### src/rtl/chunked_word_adder_if.sv
// ---------------------------------------------------------------------------
// chunked_word_adder_if
//
// Purpose: groups the operand-side and result-side valid/ready handshakes of
// chunked_word_adder into a single bundle.
//
// Handshake semantics (both channels): a transfer happens on a rising clock
// edge where valid and ready are both high. The sender holds its payload
// stable while valid is high and ready is low.
//
// Signals:
//   in_valid  producer -> adder   A/B/Cin valid
//   in_ready  adder -> producer   adder can accept an operation
//   A, B      producer -> adder   WIDTH-bit addends
//   Cin       producer -> adder   carry-in
//   out_valid adder -> consumer   S/Cout/Ovf valid
//   out_ready consumer -> adder   consumer accepts the result
//   S         adder -> consumer   WIDTH-bit sum, mod 2^WIDTH
//   Cout      adder -> consumer   unsigned carry out of the MSB
//   Ovf       adder -> consumer   two's complement overflow
//
// Modports: slave = the adder, master = the environment driving it.
// ---------------------------------------------------------------------------
interface chunked_word_adder_if #(
    parameter int WIDTH = 16
) ();
    logic             in_valid;
    logic             in_ready;
    logic [WIDTH-1:0] A;
    logic [WIDTH-1:0] B;
    logic             Cin;
    logic             out_valid;
    logic             out_ready;
    logic [WIDTH-1:0] S;
    logic             Cout;
    logic             Ovf;

    modport slave (
        input  in_valid, A, B, Cin, out_ready,
        output in_ready, out_valid, S, Cout, Ovf
    );

    modport master (
        output in_valid, A, B, Cin, out_ready,
        input  in_ready, out_valid, S, Cout, Ovf
    );
endinterface

### src/rtl/chunked_word_adder.sv
// ---------------------------------------------------------------------------
// chunked_word_adder
//
// Purpose: computes S = A + B + Cin over WIDTH bits with one CHUNK-bit adder
// slice, one chunk per clock, least significant chunk first. An operation
// accepted on edge k yields out_valid after edge k+NCHUNK. The result is held
// until the consumer takes it.
//
// Ports:
//   clk  rising-edge clock
//   rst  asynchronous, active-high reset
//   bus  chunked_word_adder_if.slave (operand and result handshakes)
//
// Parameters:
//   WIDTH  operand/sum width, a multiple of CHUNK
//   CHUNK  bits added per cycle, 1..WIDTH
//
// The FSM state is held in 'state' (type state_t) for hierarchical observation.
// ---------------------------------------------------------------------------
module chunked_word_adder #(
    parameter int WIDTH = 16,
    parameter int CHUNK = 4
) (
    input  logic                   clk,
    input  logic                   rst,
    chunked_word_adder_if.slave    bus
);
    localparam int NCHUNK = WIDTH / CHUNK;
    // The index needs at least one bit even when there is a single chunk.
    localparam int IDX_W  = (NCHUNK > 1) ? $clog2(NCHUNK) : 1;
    localparam logic [IDX_W-1:0] LAST_IDX = IDX_W'(NCHUNK - 1);

    typedef enum logic [1:0] {
        IDLE = 2'd0,
        RUN  = 2'd1,
        DONE = 2'd2
    } state_t;

    state_t           state;
    state_t           state_next;

    logic [WIDTH-1:0] a_reg;
    logic [WIDTH-1:0] b_reg;
    logic [WIDTH-1:0] s_reg;
    logic             carry_reg;
    logic [IDX_W-1:0] idx;
    logic             cout_reg;
    logic             ovf_reg;
    logic             in_ready_reg;
    logic             out_valid_reg;

    logic             accept;
    logic             last_chunk;
    logic [CHUNK-1:0] slice_a;
    logic [CHUNK-1:0] slice_b;
    logic [CHUNK:0]   slice_sum;

    // The single adder slice works on the chunk selected by idx.
    assign slice_a    = a_reg[idx*CHUNK +: CHUNK];
    assign slice_b    = b_reg[idx*CHUNK +: CHUNK];
    assign slice_sum  = {1'b0, slice_a} + {1'b0, slice_b} + {{CHUNK{1'b0}}, carry_reg};
    assign last_chunk = (state == RUN) && (idx == LAST_IDX);

    // Next-state logic.
    always_comb begin
        state_next = state;
        accept     = 1'b0;
        case (state)
            IDLE: begin
                if (bus.in_valid) begin
                    accept     = 1'b1;
                    state_next = RUN;
                end
            end
            RUN: begin
                if (idx == LAST_IDX) begin
                    state_next = DONE;
                end
            end
            DONE: begin
                if (bus.out_ready) begin
                    state_next = IDLE;
                end
            end
            default: state_next = IDLE;
        endcase
    end

    always_ff @(posedge clk or posedge rst) begin
        if (rst) begin
            state <= IDLE;
        end else begin
            state <= state_next;
        end
    end

    // Handshake outputs are flops loaded from the next state, so they never
    // depend combinationally on the inputs.
    always_ff @(posedge clk or posedge rst) begin
        if (rst) begin
            in_ready_reg  <= 1'b1;
            out_valid_reg <= 1'b0;
        end else begin
            in_ready_reg  <= (state_next == IDLE);
            out_valid_reg <= (state_next == DONE);
        end
    end

    // Datapath: capture on accept, one chunk per RUN cycle.
    always_ff @(posedge clk or posedge rst) begin
        if (rst) begin
            a_reg     <= '0;
            b_reg     <= '0;
            s_reg     <= '0;
            carry_reg <= 1'b0;
            idx       <= '0;
            cout_reg  <= 1'b0;
            ovf_reg   <= 1'b0;
        end else if (accept) begin
            a_reg     <= bus.A;
            b_reg     <= bus.B;
            carry_reg <= bus.Cin;
            idx       <= '0;
        end else if (state == RUN) begin
            s_reg[idx*CHUNK +: CHUNK] <= slice_sum[CHUNK-1:0];
            carry_reg                 <= slice_sum[CHUNK];
            if (last_chunk) begin
                // The top bit of this slice is the MSB of the final sum.
                cout_reg <= slice_sum[CHUNK];
                ovf_reg  <= (a_reg[WIDTH-1] == b_reg[WIDTH-1]) &&
                            (slice_sum[CHUNK-1] != a_reg[WIDTH-1]);
            end else begin
                idx <= idx + IDX_W'(1);
            end
        end
    end

    assign bus.in_ready  = in_ready_reg;
    assign bus.out_valid = out_valid_reg;
    assign bus.S         = s_reg;
    assign bus.Cout      = cout_reg;
    assign bus.Ovf       = ovf_reg;
endmodule

### src/flat_wrapper.sv
// flat-port wrapper written by rule: the top's interface ports become plain ports
module chunked_word_adder_flat 
#(
    parameter int WIDTH = 16,
    parameter int CHUNK = 4
)
  (clk, rst, bus_in_valid, bus_A, bus_B, bus_Cin, bus_out_ready, bus_in_ready, bus_out_valid, bus_S, bus_Cout, bus_Ovf);
  chunked_word_adder_if #(.WIDTH(WIDTH)) bus_i ();
  input  logic clk;
  input  logic rst;
  input wire logic [$bits(bus_i.in_valid)-1:0] bus_in_valid;
  input wire logic [$bits(bus_i.A)-1:0] bus_A;
  input wire logic [$bits(bus_i.B)-1:0] bus_B;
  input wire logic [$bits(bus_i.Cin)-1:0] bus_Cin;
  input wire logic [$bits(bus_i.out_ready)-1:0] bus_out_ready;
  output wire logic [$bits(bus_i.in_ready)-1:0] bus_in_ready;
  output wire logic [$bits(bus_i.out_valid)-1:0] bus_out_valid;
  output wire logic [$bits(bus_i.S)-1:0] bus_S;
  output wire logic [$bits(bus_i.Cout)-1:0] bus_Cout;
  output wire logic [$bits(bus_i.Ovf)-1:0] bus_Ovf;
  assign bus_i.in_valid = bus_in_valid;
  assign bus_i.A = bus_A;
  assign bus_i.B = bus_B;
  assign bus_i.Cin = bus_Cin;
  assign bus_i.out_ready = bus_out_ready;
  assign bus_in_ready = bus_i.in_ready;
  assign bus_out_valid = bus_i.out_valid;
  assign bus_S = bus_i.S;
  assign bus_Cout = bus_i.Cout;
  assign bus_Ovf = bus_i.Ovf;
  chunked_word_adder #(.WIDTH(WIDTH), .CHUNK(CHUNK)) u_core (.clk(clk), .rst(rst), .bus(bus_i));
endmodule
### config.mk
export PLATFORM = sky130hd
export DESIGN_NAME = chunked_word_adder_flat
export DESIGN_NICKNAME = d
export VERILOG_FILES = /design/src/rtl/chunked_word_adder_if.sv /design/src/rtl/chunked_word_adder.sv /design/src/flat_wrapper.sv
export SDC_FILE = /design/constraint.sdc
export NUM_CORES = 1
export LEC_CHECK = 0
export ABC_AREA = 1
export CORE_ASPECT_RATIO = 1.2
export CORE_MARGIN = 3
export CORE_UTILIZATION = 51
export CTS_CLUSTER_DIAMETER = 100
export DETAILED_ROUTE_END_ITERATION = 12
export PLACE_DENSITY = 0.89
export SLEW_MARGIN = 20
export SYNTH_ARGS = -nofsm -noshare
export SYNTH_HDL_FRONTEND = slang
export SYNTH_SLANG_ARGS = --single-unit
### constraint.sdc
create_clock -name clk -period 4.7 [get_ports clk]
set_input_delay 0.705 -clock clk [delete_from_list [all_inputs] [get_ports clk]]
set_output_delay 0.705 -clock clk [all_outputs]
set_load 0.02 [all_outputs]
==> impl_metrics.sql, run 1 <==
INSERT INTO impl_metrics (metric_group, metric, value, unit) VALUES
('layout', 'fillers', '434', ''),
('clock_tree', 'tritoncts', 'done', ''),
('clock_tree', 'path_clk_slew', '70', 'ps'),
('power_and_ir_drop', 'pwr_density_cell', '744.4', 'nW/um2'),
('grt', 'grt_antenna_before_repair', '0', ''),
('power_and_ir_drop', 'power.static_leakage', '1.700', 'nW'),
('layout', 'area_growth_syn_to_layout', '27.74', '%'),
('synth', 'syn_inst', '322', ''),
('synth', 'ys_ff_latch', '57', ''),
('setup_path', 'critical_path.n_buffers_inverters', '1', ''),
('sta', 'setup_violations', '0', ''),
('synth', 'syn-cell-area', '2729', 'um2'),
('placed_design', 'gp_congestion', '0.8198', ''),
('route', 'num_vias', '2347', ''),
('clock_tree', 'numCtsBuffers', '9', ''),
('grt', 'grt_first_pass_wirelength', '10090', 'um'),
('setup_path', 'critical_path_required', '4970', 'ps'),
('clock_tree', 'numClockSinks', '57', ''),
('grt', 'grt-ovfl-total', '0', ''),
('floorplanning', 'ios', '57', ''),
('synth', 'synth_fp_nets', '370', ''),
('route', 'first_iter_violations', '121', ''),
('clock_tree', 'post-cts-setup-buffer-count', '0', ''),
('grt', 'grt_resource_usage_total', '20.96', '%'),
('sta', 'final_hold_viol_count', '0', ''),
('layout', 'final-instance-count-excl-fill', '444', ''),
('setup_path', 'worstPathMaxFanout', '25', ''),
('setup_path', 'worst_setup_path_start_kind', 'register', ''),
('synth', 'post-synth-top-count-cell', 'nand2_1', ''),
('clock_tree', 'max-clock-path-buffers', '2', ''),
('sta', 'holdWs', '478.8', 'ps'),
('layout', 'final_net_count', '427', ''),
('status', 'run_status', 'finished, final reports clean', ''),
('route', 'drt_drc_violations_left', '0', ''),
('layout', 'antenna_cells_inserted', '0', ''),
('setup_path', 'timing.critical_path.slowest_stage_cell', 'dfrtp_1', ''),
('sta', 'post-route-worst-setup-slack', '1440', 'ps'),
('grt', 'grt_start_max_net_pins', '58', ''),
('route', 'drt_pass1_iterations', '4', ''),
('setup_path', 'worstSetupEndpointType', 'register', ''),
('floorplanning', 'dieArea', '6268', 'um2'),
('setup_path', 'critical_path_depth', '8', ''),
('setup_path', 'ff2ff_setup_slack', '1440', 'ps'),
('sta', 'period_needed', '3260', 'ps'),
('sta', 'final.setup.tns', '0', 'ps'),
('sta', 'finalMaxSlewViolations', '0', ''),
('synth', 'post-synth-top-area-fraction', '51.35', '%'),
('floorplanning', 'core_area', '5045', 'um2'),
('setup_path', 'timing.critical_path.arrival', '3530', 'ps'),
('setup_path', 'critPathTopFamily', 'adder cells', ''),
('sta', 'clock-skew-final', '15.05', 'ps'),
('synth', 'ys_seq_area_share', '52.32', '%'),
('synth', 'yosys_most_used_dff', 'dfrtp_1', ''),
('sta', 'grt_setup_unrepaired', 'no', ''),
('setup_path', 'critical_path.cell_chain', 'inv_1 > o21ai_0 > o22ai_1 > fa_1 > fa_1 > xor2_1 > nand3_1 > o21ai_1', ''),
('setup_path', 'crit-reg2reg-launch', 'u_core.idx[0]', ''),
('route', 'post_drt_via_cell_ratio', '5.286', ''),
('setup_path', 'timing.setup.critical_path_class', 'reg -> reg', ''),
('floorplanning', 'die_h', '86.13', 'um'),
('grt', 'first_global_vias', '2357', ''),
('clock_tree', 'cts-hold-fix-buffers', '0', ''),
('setup_path', 'critPathCapture', 'u_core.bus.S[6]', ''),
('run', 'timing.max_cap.violations', '0', ''),
('clock_tree', 'cts-root-buf', 'clkbuf_8', ''),
('clock_tree', 'worst_skew_pair.late_latency', '360', 'ps'),
('placed_design', 'placed_cells_incl_taps', '428', ''),
('synth', 'synthesis_warning_total', '0', ''),
('sta', 'timing_worst_slew_pin_value', '969.7', 'ps'),
('route', 'antenna_violating_nets_post_route', '0', ''),
('setup_path', 'timing.critical_path.from', 'u_core.idx[0]', ''),
('sta', 'post-route-period-util', '69.36', '%');
==> kinds of logic (layout without fill, tap and decap cells) <==
logic type	count (synthesis)	after routing	share of synthesized area, %
adder cells (fa/ha/maj)	11	11	5.594
AO/OA/AOI/OAI	46	46	9.766
buffers and inverters	29	91	4.585
XOR/XNOR	1	1	0.3210
AND/OR/NAND/NOR	178	178	27.42
flip-flops	57	57	52.32
==> how the worst min path moves through the flow <==
stage                startpoint  slack (ps)          endpoint
2_1_floorplan  u_core.a_reg[10]         440  u_core.a_reg[10]
3_3_place_gp    u_core.b_reg[6]         460   u_core.b_reg[6]
3_5_place_dp    u_core.b_reg[8]         460   u_core.b_reg[8]
4_1_cts         u_core.b_reg[8]         480   u_core.b_reg[8]
5_1_grt         u_core.b_reg[6]         500   u_core.b_reg[6]
6_report        u_core.b_reg[8]         480   u_core.b_reg[8]
==> report_power, final <==
| group | internal, mW | switching, mW |
|---|---|---|
| Sequential | 0.697 | 0.162 |
| Combinational | 0.508 | 0.819 |
| Clock | 0.217 | 0.191 |
| Total | 1.42 | 1.17 |
==> layer usage <==
metal	global-route usage, %	vias to the layer above	wire length (um)
met5	0	-	0
li1	-	1151	-
met1	24.92	1104	2467
met3	5.744	20	339
met2	33.91	72	2912
met4	11.74	0	160
==> area by class of cell <==
| class | count | area share (%) |
|---|---|---|
| Sequential cell | 57 | 40.95 |
| Multi-Input combinational cell | 236 | 33.74 |
| Timing Repair Buffer | 56 | 16.08 |
| Clock buffer | 13 | 4.558 |
| Tap cell | 60 | 2.154 |
| Inverter | 19 | 2.082 |
| Clock inverter | 3 | 0.4307 |
==> per-stage QoR <==
| stage | utilization, % | instance area [um2] |
|---|---|---|
| after CTS | 69.07 | 3485 |
| after detailed placement | 65.63 | 3311 |
| after floorplan | - | 2729 |
| after global placement | 65.63 | 3311 |
| final | 69.10 | 3486 |
| after global routing | 69.10 | 3486 |
==> placed cells by master, fill, tap and decap left out, types with 3 or more instances in the layout <==
cell type	n
nor2_1	21
dfrtp_1	56
a21oi_1	3
clkbuf_8	11
nor2_2	4
clkdlybuf4s50_1	56
inv_2	7
o21ai_1	10
nand2_1	131
o21ai_0	17
a22o_1	3
inv_1	9
o22ai_1	8
ha_1	9
nand3_1	13
clkinv_2	4
==> tightest hold or removal path, stage by stage (launching register included) <==
cell and delay (ps):
dfrtp_1 340, nand2_1 50, nand2_1 50
(Power assumes the default switching activity.)
==> run 2: changes to the inputs <==
--- a/config.mk
+++ b/config.mk
@@ -8,10 +8,10 @@
 export ABC_AREA = 1
 export CORE_ASPECT_RATIO = 1.2
 export CORE_MARGIN = 3
-export CORE_UTILIZATION = 51
+export CORE_UTILIZATION = 46
 export CTS_CLUSTER_DIAMETER = 100
 export DETAILED_ROUTE_END_ITERATION = 12
-export PLACE_DENSITY = 0.89
+export PLACE_DENSITY = 0.85
 export SLEW_MARGIN = 20
 export SYNTH_ARGS = -nofsm -noshare
 export SYNTH_HDL_FRONTEND = slang
==> constraint.sdc (replaced) <==
create_clock -name clk -period 2.85 [get_ports clk]
set_input_delay 0.4275 -clock clk [delete_from_list [all_inputs] [get_ports clk]]
set_output_delay 0.4275 -clock clk [all_outputs]
set_load 0.02 [all_outputs]
==> impl_metrics.sql, run 2 (synthesis results as in run 1) <==
INSERT INTO impl_metrics (metric_group, metric, value, unit) VALUES
('sta', 'setup_violations', '0', ''),
('min_path', 'hold_path_class', 'in -> async', ''),
('layout', 'antenna_cells_inserted', '0', ''),
('sta', 'timing_worst_slew_pin_value', '561.7', 'ps'),
('placed_design', 'place_ws', '165.5', 'ps'),
('route', 'finalWirelength', '6271', 'um'),
('layout', 'most_frequent_cells_in_the_layout', 'nand2_1 (131), clkdlybuf4s50_1 (56), dfrtp_1 (55), nor2_1 (21), o21ai_0 (17)', ''),
('sta', 'post-route-period-util', '96.92', '%'),
('clock_tree', 'worst_skew_pair.late_latency', '350', 'ps'),
('clock_tree', 'max-clock-path-buffers', '2', ''),
('grt', 'first_global_vias', '2402', ''),
('layout', 'final_common_cell', 'nand2_1', ''),
('sta', 'period_needed', '2762', 'ps'),
('sta', 'clock.fmax', '362.0', 'MHz'),
('layout', 'multiInputGateArea', '1176', 'um2'),
('placed_design', 'dpl_wire_length', '4653', 'um'),
('clock_tree', 'numCtsBuffers', '9', ''),
('setup_path', 'worstSetupEndpointType', 'register', ''),
('sta', 'post-route-worst-setup-slack', '87.83', 'ps'),
('floorplanning', 'floorplan.initialDensity', '47.83', '%'),
('placed_design', 'placed_cells_incl_taps', '453', ''),
('floorplanning', 'ios', '57', ''),
('grt', 'grt_antenna_before_repair', '0', ''),
('sta', 'final_hold_viol_count', '0', ''),
('sta', 'holdWs', '467.3', 'ps'),
('setup_path', 'worstPathMaxFanout', '13', ''),
('route', 'routedWlPerCell', '13.26', 'um'),
('layout', 'area_growth_syn_to_layout', '33.75', '%'),
('grt', 'grt_resource_usage_total', '19.49', '%'),
('floorplanning', 'rows', '30', ''),
('clock_tree', 'cts-root-buf', 'clkbuf_8', ''),
('layout', 'final_net_count', '436', ''),
('power_and_ir_drop', 'pwr_density_cell', '1267', 'nW/um2'),
('run', 'timing.max_cap.violations', '0', ''),
('setup_path', 'critical_path_required', '3110', 'ps'),
('power_and_ir_drop', 'power', '4.623', 'mW'),
('grt', 'grt-ovfl-total', '0', ''),
('layout', 'ff_latch_area', '1429', 'um2'),
('clock_tree', 'htree_num_levels', '3', ''),
('layout', 'drive_gt1_share', '12.47', '%'),
('setup_path', 'timing.critical_path.arrival', '3020', 'ps'),
('placed_design', 'gp_congestion', '0.9211', ''),
('floorplanning', 'die_h', '90.37', 'um'),
('setup_path', 'timing.setup.critical_path_class', 'reg -> reg', ''),
('sta', 'final.setup.tns', '0', 'ps'),
('power_and_ir_drop', 'worst_ir_drop_vdd', '0.6158', 'mV'),
('placed_design', 'placed_cell_area', '3386', 'um2'),
('route', 'drt_pass1_iterations', '5', ''),
('grt', 'grt_first_pass_wirelength', '10540', 'um'),
('power_and_ir_drop', 'power.static_leakage', '1.764', 'nW'),
('layout', 'post-route-cell-area', '3650', 'um2'),
('route', 'post_drt_via_cell_ratio', '5.013', ''),
('route', 'first_iter_violations', '149', ''),
('clock_tree', 'path_clk_slew', '70', 'ps'),
('route', 'num_vias', '2371', ''),
('sta', 'finalMaxSlewViolations', '0', ''),
('sta', 'worst_slew_margin_rel', '62.50', '%'),
('status', 'run_status', 'finished, final reports clean', ''),
('clock_tree', 'numClockSinks', '57', ''),
('route', 'antenna_violating_nets_post_route', '0', ''),
('layout', 'final_core_utilization', '63.97', '%'),
('floorplanning', 'core_area', '5705', 'um2'),
('grt', 'grt_start_max_net_pins', '36', ''),
('route', 'drt_drc_violations_left', '0', ''),
('floorplanning', 'dieArea', '6896', 'um2'),
('placed_design', 'port_buffers', '56', ''),
('floorplanning', 'die_width', '76.31', 'um'),
('sta', 'clock-skew-final', '8.743', 'ps'),
('layout', 'final-instance-count-excl-fill', '473', ''),
('setup_path', 'worst_setup_path_start_kind', 'register', ''),
('layout', 'fillers', '490', ''),
('clock_tree', 'tritoncts', 'done', '');
==> run 2: changes by cell type in the layout (fill, tap and decap cells not counted), sizes merged <==
cell,before,now
clkbuf,13,11
clkinvlp,0,2
bufinv,0,2
clkinv,6,4
buf,0,9
==> run 2: layout make-up <==
| cell class | count | share of cell area (%) |
|---|---|---|
| clock buffer | 11 | 4.148 |
| clock inverter | 5 | 2.125 |
| inverter | 19 | 2.057 |
| multi-input combinational | 236 | 32.22 |
| sequential | 57 | 39.15 |
| tap | 80 | 2.743 |
| timing repair buffer | 65 | 17.55 |
==> run 2: what timing repair did <==
item,in CTS,in global routing
setup buffers,0,4
hold buffers,0,0
gates resized for setup,0,2
endpoints found under the setup margin,0,2
==> run 2: final timing paths <==
path | from | end | slack, ps | depth (start not counted)
worst max-delay path | u_core.idx[0] | u_core.bus.S[6] | 90 | 8
worst min-delay path | rst | u_core.bus.S[12] | 470 | 2
worst max register to register | u_core.idx[0] | u_core.bus.S[6] | 90 | 8
worst min register to register | u_core.b_reg[6] | u_core.b_reg[6] | 480 | 2
max in group asynchronous | rst | u_core.bus.in_ready | 1760 | 3
min in group clk | u_core.b_reg[6] | u_core.b_reg[6] | 480 | 2
==> run 2: layer usage <==
metal / part of all wire (%) / global-route usage [%]
met5: 0 / 0
met1: 40 / 20.71
met4: 2.9 / 10.73
met3: 5.3 / 5.988
met2: 52 / 34.16
==> run 2: worst max-delay path, cell delays in order (launching register included) <==
cell and delay, ps:
dfrtp_2 470, clkinvlp_4 240, o21ai_0 270, o22ai_1 140
fa_1 480, fa_1 430, xor2_1 310, nand3_1 160
o21ai_1 180
==> run 2: power by group <==
group / switching [mW] / leakage [nW] / internal, mW
combinational: 1.46 / 0.920 / 0.911
clock: 0.322 / 0.115 / 0.536
sequential: 0.241 / 0.729 / 1.15
==> run 3: changes to the inputs <==
--- a/config.mk
+++ b/config.mk
@@ -11,7 +11,9 @@
 export CORE_UTILIZATION = 46
 export CTS_CLUSTER_DIAMETER = 100
 export DETAILED_ROUTE_END_ITERATION = 12
+export GPL_TIMING_DRIVEN = 0
 export PLACE_DENSITY = 0.85
+export REMOVE_ABC_BUFFERS = 1
 export SLEW_MARGIN = 20
 export SYNTH_ARGS = -nofsm -noshare
 export SYNTH_HDL_FRONTEND = slang
==> impl_metrics.sql, run 3 (synthesis results as in run 1) <==
INSERT INTO impl_metrics (metric_group, metric, value, unit) VALUES
('status', 'run_status', 'finished, final reports clean', ''),
('sta', 'worst_slew_margin_rel', '56.81', '%'),
('setup_path', 'worstSetupEndpointType', 'register', ''),
('floorplanning', 'floorplan.initialDensity', '47.83', '%'),
('layout', 'final_net_count', '431', ''),
('sta', 'post-route-period-util', '89.77', '%'),
('run', 'timing.max_cap.violations', '0', ''),
('clock_tree', 'worst_skew_pair.late_latency', '330', 'ps'),
('sta', 'setup_violations', '0', ''),
('clock_tree', 'htree_num_levels', '3', ''),
('sta', 'timing_worst_slew_pin_value', '647.0', 'ps'),
('setup_path', 'timing.setup.critical_path_class', 'reg -> reg', ''),
('layout', 'post-route-cell-area', '3581', 'um2'),
('layout', 'final-instance-count-excl-fill', '467', ''),
('power_and_ir_drop', 'worst_ir_drop_vdd', '0.6253', 'mV'),
('power_and_ir_drop', 'pwr_density_cell', '1230', 'nW/um2'),
('layout', 'final_core_utilization', '62.76', '%'),
('route', 'drt_pass1_iterations', '4', ''),
('setup_path', 'timing.critical_path.arrival', '2820', 'ps'),
('setup_path', 'worst_setup_path_start_kind', 'register', ''),
('sta', 'grt_setup_unrepaired', 'no', ''),
('min_path', 'hold_path_class', 'in -> async', ''),
('sta', 'final_hold_viol_count', '0', ''),
('grt', 'grt_start_max_net_pins', '36', ''),
('clock_tree', 'numClockSinks', '57', ''),
('route', 'first_iter_violations', '84', ''),
('placed_design', 'placed_cell_area', '3356', 'um2'),
('power_and_ir_drop', 'power.static_leakage', '1.723', 'nW'),
('floorplanning', 'core_area', '5705', 'um2'),
('route', 'finalWirelength', '5750', 'um'),
('floorplanning', 'dieArea', '6896', 'um2'),
('grt', 'grt_antenna_before_repair', '0', ''),
('route', 'post_drt_via_cell_ratio', '4.944', ''),
('clock_tree', 'path_clk_slew', '60', 'ps'),
('sta', 'post-route-worst-setup-slack', '291.4', 'ps'),
('placed_design', 'port_buffers', '56', ''),
('power_and_ir_drop', 'power', '4.405', 'mW'),
('route', 'num_vias', '2309', ''),
('floorplanning', 'die_width', '76.31', 'um'),
('clock_tree', 'tritoncts', 'done', ''),
('floorplanning', 'die_h', '90.37', 'um'),
('sta', 'clock.fmax', '390.8', 'MHz'),
('layout', 'area_growth_syn_to_layout', '31.22', '%'),
('clock_tree', 'numCtsBuffers', '9', ''),
('layout', 'drive_gt1_share', '11.37', '%'),
('placed_design', 'placed_cells_incl_taps', '449', ''),
('route', 'antenna_violating_nets_post_route', '0', ''),
('layout', 'final_common_cell', 'nand2_1', ''),
('grt', 'grt_first_pass_wirelength', '9818', 'um'),
('placed_design', 'place_ws', '-499.9', 'ps'),
('route', 'routedWlPerCell', '12.31', 'um'),
('sta', 'period_needed', '2559', 'ps'),
('sta', 'clock-skew-final', '6.184', 'ps'),
('clock_tree', 'max-clock-path-buffers', '2', ''),
('layout', 'antenna_cells_inserted', '0', ''),
('placed_design', 'gp_congestion', '0.8152', ''),
('setup_path', 'worstPathMaxFanout', '12', ''),
('clock_tree', 'cts-root-buf', 'clkbuf_8', ''),
('grt', 'grt-ovfl-total', '0', ''),
('layout', 'most_frequent_cells_in_the_layout', 'nand2_1 (131), clkdlybuf4s50_1 (56), dfrtp_1 (54), nor2_1 (21), o21ai_0 (17)', ''),
('route', 'drt_drc_violations_left', '0', ''),
('grt', 'grt_resource_usage_total', '17.93', '%'),
('grt', 'first_global_vias', '2198', ''),
('placed_design', 'dpl_wire_length', '4071', 'um'),
('sta', 'finalMaxSlewViolations', '0', ''),
('setup_path', 'critical_path_required', '3120', 'ps'),
('floorplanning', 'rows', '30', ''),
('floorplanning', 'ios', '57', '');
## run 3: cell types whose count changed in the layout (fill, tap and decap cells not counted), sizes merged
cell / delta
buf: -6
clkbuf: +1
bufinv: -1
## run 3: critical path: stages, from the launching register on
cell and delay, ps:
dfrtp_2 500, clkinv_2 230, o21ai_0 130, o22ai_1 120, fa_1 460, fa_1 420
xor2_1 320, nand3_1 170, o21ai_1 140
## run 3: through the flow
| stage | TNS, ps | hold WS (ps) |
|---|---|---|
| finish | 0 | 479.7 |
| global route | 0 | 499.9 |
| CTS | 0 | 480.9 |
| detailed placement | -3735 | 464.2 |
| global placement | -3285 | 458.8 |
| floorplan | 0 | 443.6 |
## run 3: layout make-up
| cell class | count | area (um2) |
|---|---|---|
| Fill cell | 508 | 2125 |
| Sequential cell | 57 | 1433 |
| Multi-Input combinational cell | 236 | 1176 |
| Timing Repair Buffer | 59 | 595.6 |
| Clock buffer | 12 | 155.1 |
| Tap cell | 80 | 100.1 |
| Inverter | 19 | 76.32 |
| Clock inverter | 3 | 40.04 |
| Timing Repair inverter | 1 | 5.005 |
## run 3: path summary, 6_finish.rpt
path | startpoint | endpoint | slack [ps] | depth (start not counted)
hold reg to reg | u_core.b_reg[1] | u_core.b_reg[1] | 480 | 2
max in group asynchronous | rst | u_core.a_reg[14] | 1810 | 3
min in group clk | u_core.b_reg[1] | u_core.b_reg[1] | 480 | 2
setup reg to reg | u_core.idx[1] | u_core.bus.S[6] | 290 | 8
setup / recovery | u_core.idx[1] | u_core.bus.S[6] | 290 | 8
hold / removal | rst | u_core.bus.S[13] | 480 | 2
## run 3: what timing repair did
action                                  in CTS  in global routing
hold buffers                                 0                  0
endpoints found under the setup margin      14                  5
gates resized for setup                      4                  1
cloned                                       1                  0
setup buffers                                0                  2
## run 3: report_power, final
| group | switching, mW | internal, mW | leakage [nW] |
|---|---|---|---|
| combinational | 1.40 | 0.861 | 0.893 |
| sequential | 0.244 | 1.16 | 0.727 |
| clock | 0.302 | 0.443 | 0.102 |
| total | 1.94 | 2.46 | 1.72 |
## run 3: layer usage
| layer | track usage (%) | wire length (um) | vias to the layer above |
|---|---|---|---|
| met5 | 0 | 0 | - |
| met4 | 7.251 | 76 | 0 |
| met3 | 5.289 | 354 | 9 |
| met2 | 30.94 | 2990 | 71 |
| met1 | 20.75 | 2329 | 1067 |
| li1 | - | - | 1162 |
